## config.mk

```make
export PLATFORM = sky130hd
export DESIGN_NAME = hub75_scan_ctrl
export DESIGN_NICKNAME = d
export VERILOG_FILES = /design/src/rtl/hub75_scan_ctrl.sv
export SDC_FILE = /design/constraint.sdc
export NUM_CORES = 1
export LEC_CHECK = 0
export CAP_MARGIN = 30
export CORE_UTILIZATION = 55
export CTS_BUF_LIST = sky130_fd_sc_hd__clkbuf_16
export CTS_CLUSTER_DIAMETER = 120
export DETAILED_ROUTE_END_ITERATION = 8
export PLACE_DENSITY = 0.9
export SYNTH_ARGS = -nofsm -noshare
export SYNTH_HDL_FRONTEND = slang
export SYNTH_SLANG_ARGS = --single-unit
```

## constraint.sdc

```tcl
create_clock -name CLK -period 3.2 [get_ports CLK]
set_input_delay 0.64 -clock CLK [delete_from_list [all_inputs] [get_ports CLK]]
set_output_delay 0.64 -clock CLK [all_outputs]
set_load 0.01 [all_outputs]
```

## src/rtl/hub75_scan_ctrl.sv

```systemverilog
// hub75_scan_ctrl: fetches, shifts and latches BCM bit-planes into a 1/32-scan HUB75 panel
// Shifting of the next plane overlaps display of the current one; OE carries a 64-step brightness duty.
module hub75_scan_ctrl #(
  parameter int WIDTH     = 64,
  parameter int ROWS      = 32,
  parameter int BIT_DEPTH = 8,
  parameter int BASE_TIME = 64
) (
  input  logic       CLK,
  input  logic       RST,
  input  logic       enable,
  input  logic [6:0] bright,
  output logic       px_req,
  output logic [5:0] px_col,
  output logic [4:0] px_row,
  output logic [2:0] px_plane,
  input  logic       px_ack,
  input  logic [5:0] px_data,
  output logic       ctrl_oe,
  output logic       ctrl_clk,
  output logic       ctrl_lat,
  output logic [4:0] addr,
  output logic [5:0] col,
  output logic       frame_done
);
  localparam int DW = $clog2(BASE_TIME << (BIT_DEPTH - 1)) + 1;
  localparam logic [2:0] IDLE      = 3'd0;
  localparam logic [2:0] FETCH     = 3'd1;
  localparam logic [2:0] WAIT      = 3'd2;
  localparam logic [2:0] SHIFT_LO  = 3'd3;
  localparam logic [2:0] SHIFT_HI  = 3'd4;
  localparam logic [2:0] WAIT_DISP = 3'd5;
  localparam logic [2:0] BLANK     = 3'd6;
  localparam logic [2:0] LATCH     = 3'd7;
  logic [2:0]    state, nxt;
  logic [DW-1:0] dcnt;
  logic [5:0]    ccol;
  logic [4:0]    row;
  logic [2:0]    plane;
  logic          last_col, plane_last, row_last;
  assign last_col   = ccol == 6'(WIDTH - 1);
  assign plane_last = plane == 3'(BIT_DEPTH - 1);
  assign row_last   = row == 5'(ROWS - 1);
  always_comb begin
    nxt = IDLE;
    case (state)
      IDLE:      nxt = enable ? FETCH : IDLE;
      FETCH:     nxt = WAIT;
      WAIT:      nxt = px_ack ? SHIFT_LO : WAIT;
      SHIFT_LO:  nxt = SHIFT_HI;
      SHIFT_HI:  nxt = last_col ? WAIT_DISP : FETCH;
      WAIT_DISP: nxt = (dcnt == '0) ? BLANK : WAIT_DISP;
      BLANK:     nxt = LATCH;
      LATCH:     nxt = enable ? FETCH : IDLE;
      default:   nxt = IDLE;
    endcase
  end
  always_ff @(posedge CLK or posedge RST) begin
    if (RST) begin
      state      <= IDLE;
      dcnt       <= '0;
      ccol       <= '0;
      row        <= '0;
      plane      <= '0;
      addr       <= '0;
      col        <= '0;
      frame_done <= 1'b0;
    end else begin
      state      <= nxt;
      frame_done <= state == LATCH && plane_last && row_last;
      if (state == WAIT && px_ack) col <= px_data;
      if (state == SHIFT_HI) ccol <= last_col ? '0 : ccol + 1'b1;
      // the display counter is reloaded only on latch, so addr and the plane it shows always move together
      if (state == LATCH) begin
        addr  <= row;
        dcnt  <= DW'(BASE_TIME) << plane;
        plane <= plane_last ? '0 : plane + 1'b1;
        if (plane_last) row <= row_last ? '0 : row + 1'b1;
      end else if (dcnt != '0) begin
        dcnt <= dcnt - 1'b1;
      end
    end
  end
  assign px_req   = state == FETCH;
  assign px_col   = ccol;
  assign px_row   = row;
  assign px_plane = plane;
  assign ctrl_clk = state == SHIFT_HI;
  assign ctrl_lat = state == LATCH;
  assign ctrl_oe  = !(dcnt != '0 && {1'b0, dcnt[5:0]} < bright && state != BLANK && state != LATCH);
endmodule
```

==> flow_metrics.env <==
export IMPL_p_clk_share_pct=20.0
export IMPL_clockBufferDepth=2
export IMPL_yosys_warnings=0
export IMPL_rsz0062_at_grt="no"
export IMPL_place_gp_congestion=0.797
export IMPL_slew_violations=0
export IMPL_synth_area_leader_cell="dfrtp_1"
export IMPL_avgRoutedWirePerCell_um=15.0
export IMPL_die_h_um=67.0
export IMPL_cts_max_level=2
export IMPL_final_hold_violation_count=0
export IMPL_p_int_uw=1510
export IMPL_synthTopCellsByArea="dfrtp_1 (46%), ha_1 (8.6%), nand2_1 (5.8%)"
export IMPL_antenna_found_initial=0
export IMPL_synth_flop_cell="dfrtp_1"
export IMPL_nets=330
export IMPL_io_buffers=46
export IMPL_core_area_mm2=0.00403
export IMPL_synth_cell_types=40
export IMPL_antenna_left=0
export IMPL_worst_pin_slew_ps=748
export IMPL_fin_area_mm2=0.00300
export IMPL_post_cts_buffers=0
export IMPL_drc_errors=0
export IMPL_grt_pass1_wl_um=8480
export IMPL_fmax_mhz=319
export IMPL_maxCapViolations=0
export IMPL_cts_sink_count=43
export IMPL_powerDensity_mw_per_mm2=812
export IMPL_cts_tree="yes"
export IMPL_insertion_delay_ps=280
export IMPL_fin_util_pct=74.4
export IMPL_vias_per_cell=5.59
export IMPL_ir_drop_v=0.000512
export IMPL_wirelength_um=5210
export IMPL_skew_ps=5.08
export IMPL_ios=47
export IMPL_grt_pass1_vias=1978
export IMPL_synth_top_area_share_pct=46.3
export IMPL_areaGrowthSynthToFinish_pct=29.0
export IMPL_worst_setup_path_start_kind="primary input"
export IMPL_crit_type="primary input to primary output"
export IMPL_cts_buffers=5
export IMPL_placementRows=23
export IMPL_async_flop_share_pct=100
export IMPL_worstPathMaxFanout=2
export IMPL_crit_required_ps=2560
export IMPL_yosysMostFrequentCell="dfrtp_1"
export IMPL_placed_cell_area_mm2=0.00286
export IMPL_p_leak_uw=0.00137
export IMPL_num_antenna_cells=0
export IMPL_avgSynthCellArea_um2=9.48
export IMPL_synth_yosys_seq_area_share_pct=46.3
export IMPL_root_buffer="clkbuf_16"
export IMPL_dp_cells=340
export IMPL_via_count=1947
export IMPL_synth_edf_count=0
export IMPL_fin_setup_tns_ps=0
export IMPL_drive_gt1_share_pct=8.72
export IMPL_ys_top_cells_by_count="dfrtp_1 (43), nand2_1 (36), a21oi_1 (19)"
export IMPL_ys_ff_latch=43
export IMPL_grt_max_degree=44
export IMPL_first_pass_iters=4
export IMPL_syn_inst=245
export IMPL_drt_iter0_markers=89
export IMPL_cts_resized=0
export IMPL_p_seq_share_pct=39.4
export IMPL_min_period_ps=3130
export IMPL_syn_nets=278
export IMPL_die_area_mm2=0.00449
export IMPL_setup_viol=0
export IMPL_die_x_um=67.0
export IMPL_period_share_pct=97.9
export IMPL_grt_ovfl_total=0
export IMPL_clk_pin_slew_ps=60
export IMPL_start_util_pct=57.7
export IMPL_slew_headroom_pct=49.7
export IMPL_netSwitchingPower_uw=919
export IMPL_synthesis_area_mm2=0.00232
export IMPL_combPwrFrac_pct=40.6
export IMPL_final_cells=348
export IMPL_min_path_type="register to register"
export IMPL_status="completed"
export IMPL_p_sw_share_pct=37.8
export IMPL_hpwl_um=3550
export IMPL_crit_arrival_ps=2490
export IMPL_end_kind="primary output"
export IMPL_cts_hold_fix_buffers=0
export IMPL_grt_total_usage_pct=25.8
[cell families (layout without fill, tap and decap cells)]
group	count (synthesis)	after routing	share of synthesized area [%]
compound gates	51	51	12.8
xor+xnor	4	4	1.51
fa+ha+maj	16	16	8.62
buf+inv	25	78	4.42
flops	43	43	46.3
mux	11	11	5.22
simple gates	95	95	21.1
[flip-flops by register name (all words and copies together), names as in the netlist]
signal	flops
dcnt	14
col	6
px_col	6
addr	5
px_row	5
px_plane	3
state	3
frame_done	1
[cell usage in the layout (no fill, tap or decap), types with 2 or more instances in the layout]
cell type        count
xor2_1               2
clkdlybuf4s50_1     46
or3_1                4
ha_1                16
a21oi_1             19
inv_1               18
nor3_2               2
buf_4                6
nor3_1               4
nor2b_1              3
clkbuf_16            5
dfrtp_1             43
nand2_1             36
clkinv_1             2
a221oi_1             2
or4_1                3
nor2_1              13
o21ai_0             16
a31oi_1              3
o31ai_1              2
and3_1               5
nand4_1              6
nand3_1              9
nand2b_1             3
a211oi_1             3
xnor2_1              2
mux2i_1              2
mux2_2               9
[final cells by class]
class | instances | area [µm²]
fill | 286 | 1030
clock buffer | 5 | 125
tap | 50 | 62.6
multi-input combinational | 177 | 1140
inverter | 18 | 67.6
clock inverter | 3 | 15.0
timing repair buffer | 52 | 505
sequential | 43 | 1080
[metal layers]
metal | share of wire [%] | global-route usage (%) | routed length, µm
met1 | 43 | 29.7 | 2260
met2 | 51 | 44.8 | 2660
met3 | 4.0 | 6.16 | 207
met4 | 1.5 | 11.2 | 80
met5 | 0 | 0 | 0
[critical path: stages]
cell and delay, ps:
clkdlybuf4s50_1 460, inv_1 40, ha_1 290, o211ai_1 90
o21a_1 190, o21ai_0 190, clkdlybuf4s50_1 590
[stage by stage]
step / hold WS [ps] / setup slack (ps) / total power [µW]
6_report: 483 / 65.7 / 2430
5_1_grt: 500 / 19.1 / 2590
4_1_cts: 487 / 67.7 / 2440
3_5_place_dp: 462 / 69.8 / 1930
3_3_place_gp: 460 / 174 / 1880
2_1_floorplan: 514 / 1100 / 1520
[power groups by stage]
stage / registers (µW) / logic, µW / clock network (µW)
2_1_floorplan: 932 / 590 / 0
3_3_place_gp: 946 / 933 / 0
3_5_place_dp: 961 / 974 / 0
4_1_cts: 956 / 991 / 496
5_1_grt: 984 / 1090 / 514
6_report: 958 / 988 / 488
[path summary, 6_finish.rpt]
kind                            from  cells after the start  endpoint  slack (ps)
setup / recovery           bright[4]                      7   ctrl_oe          70
hold / removal               addr[1]                      2   addr[1]         480
setup reg to reg             dcnt[0]                      6   dcnt[8]        1210
hold reg to reg              addr[1]                      2   addr[1]         480
max in group asynchronous        RST                      3   dcnt[0]        2030
min in group asynchronous        RST                      3   addr[2]         800
Power figures use the tool's default switching activity.
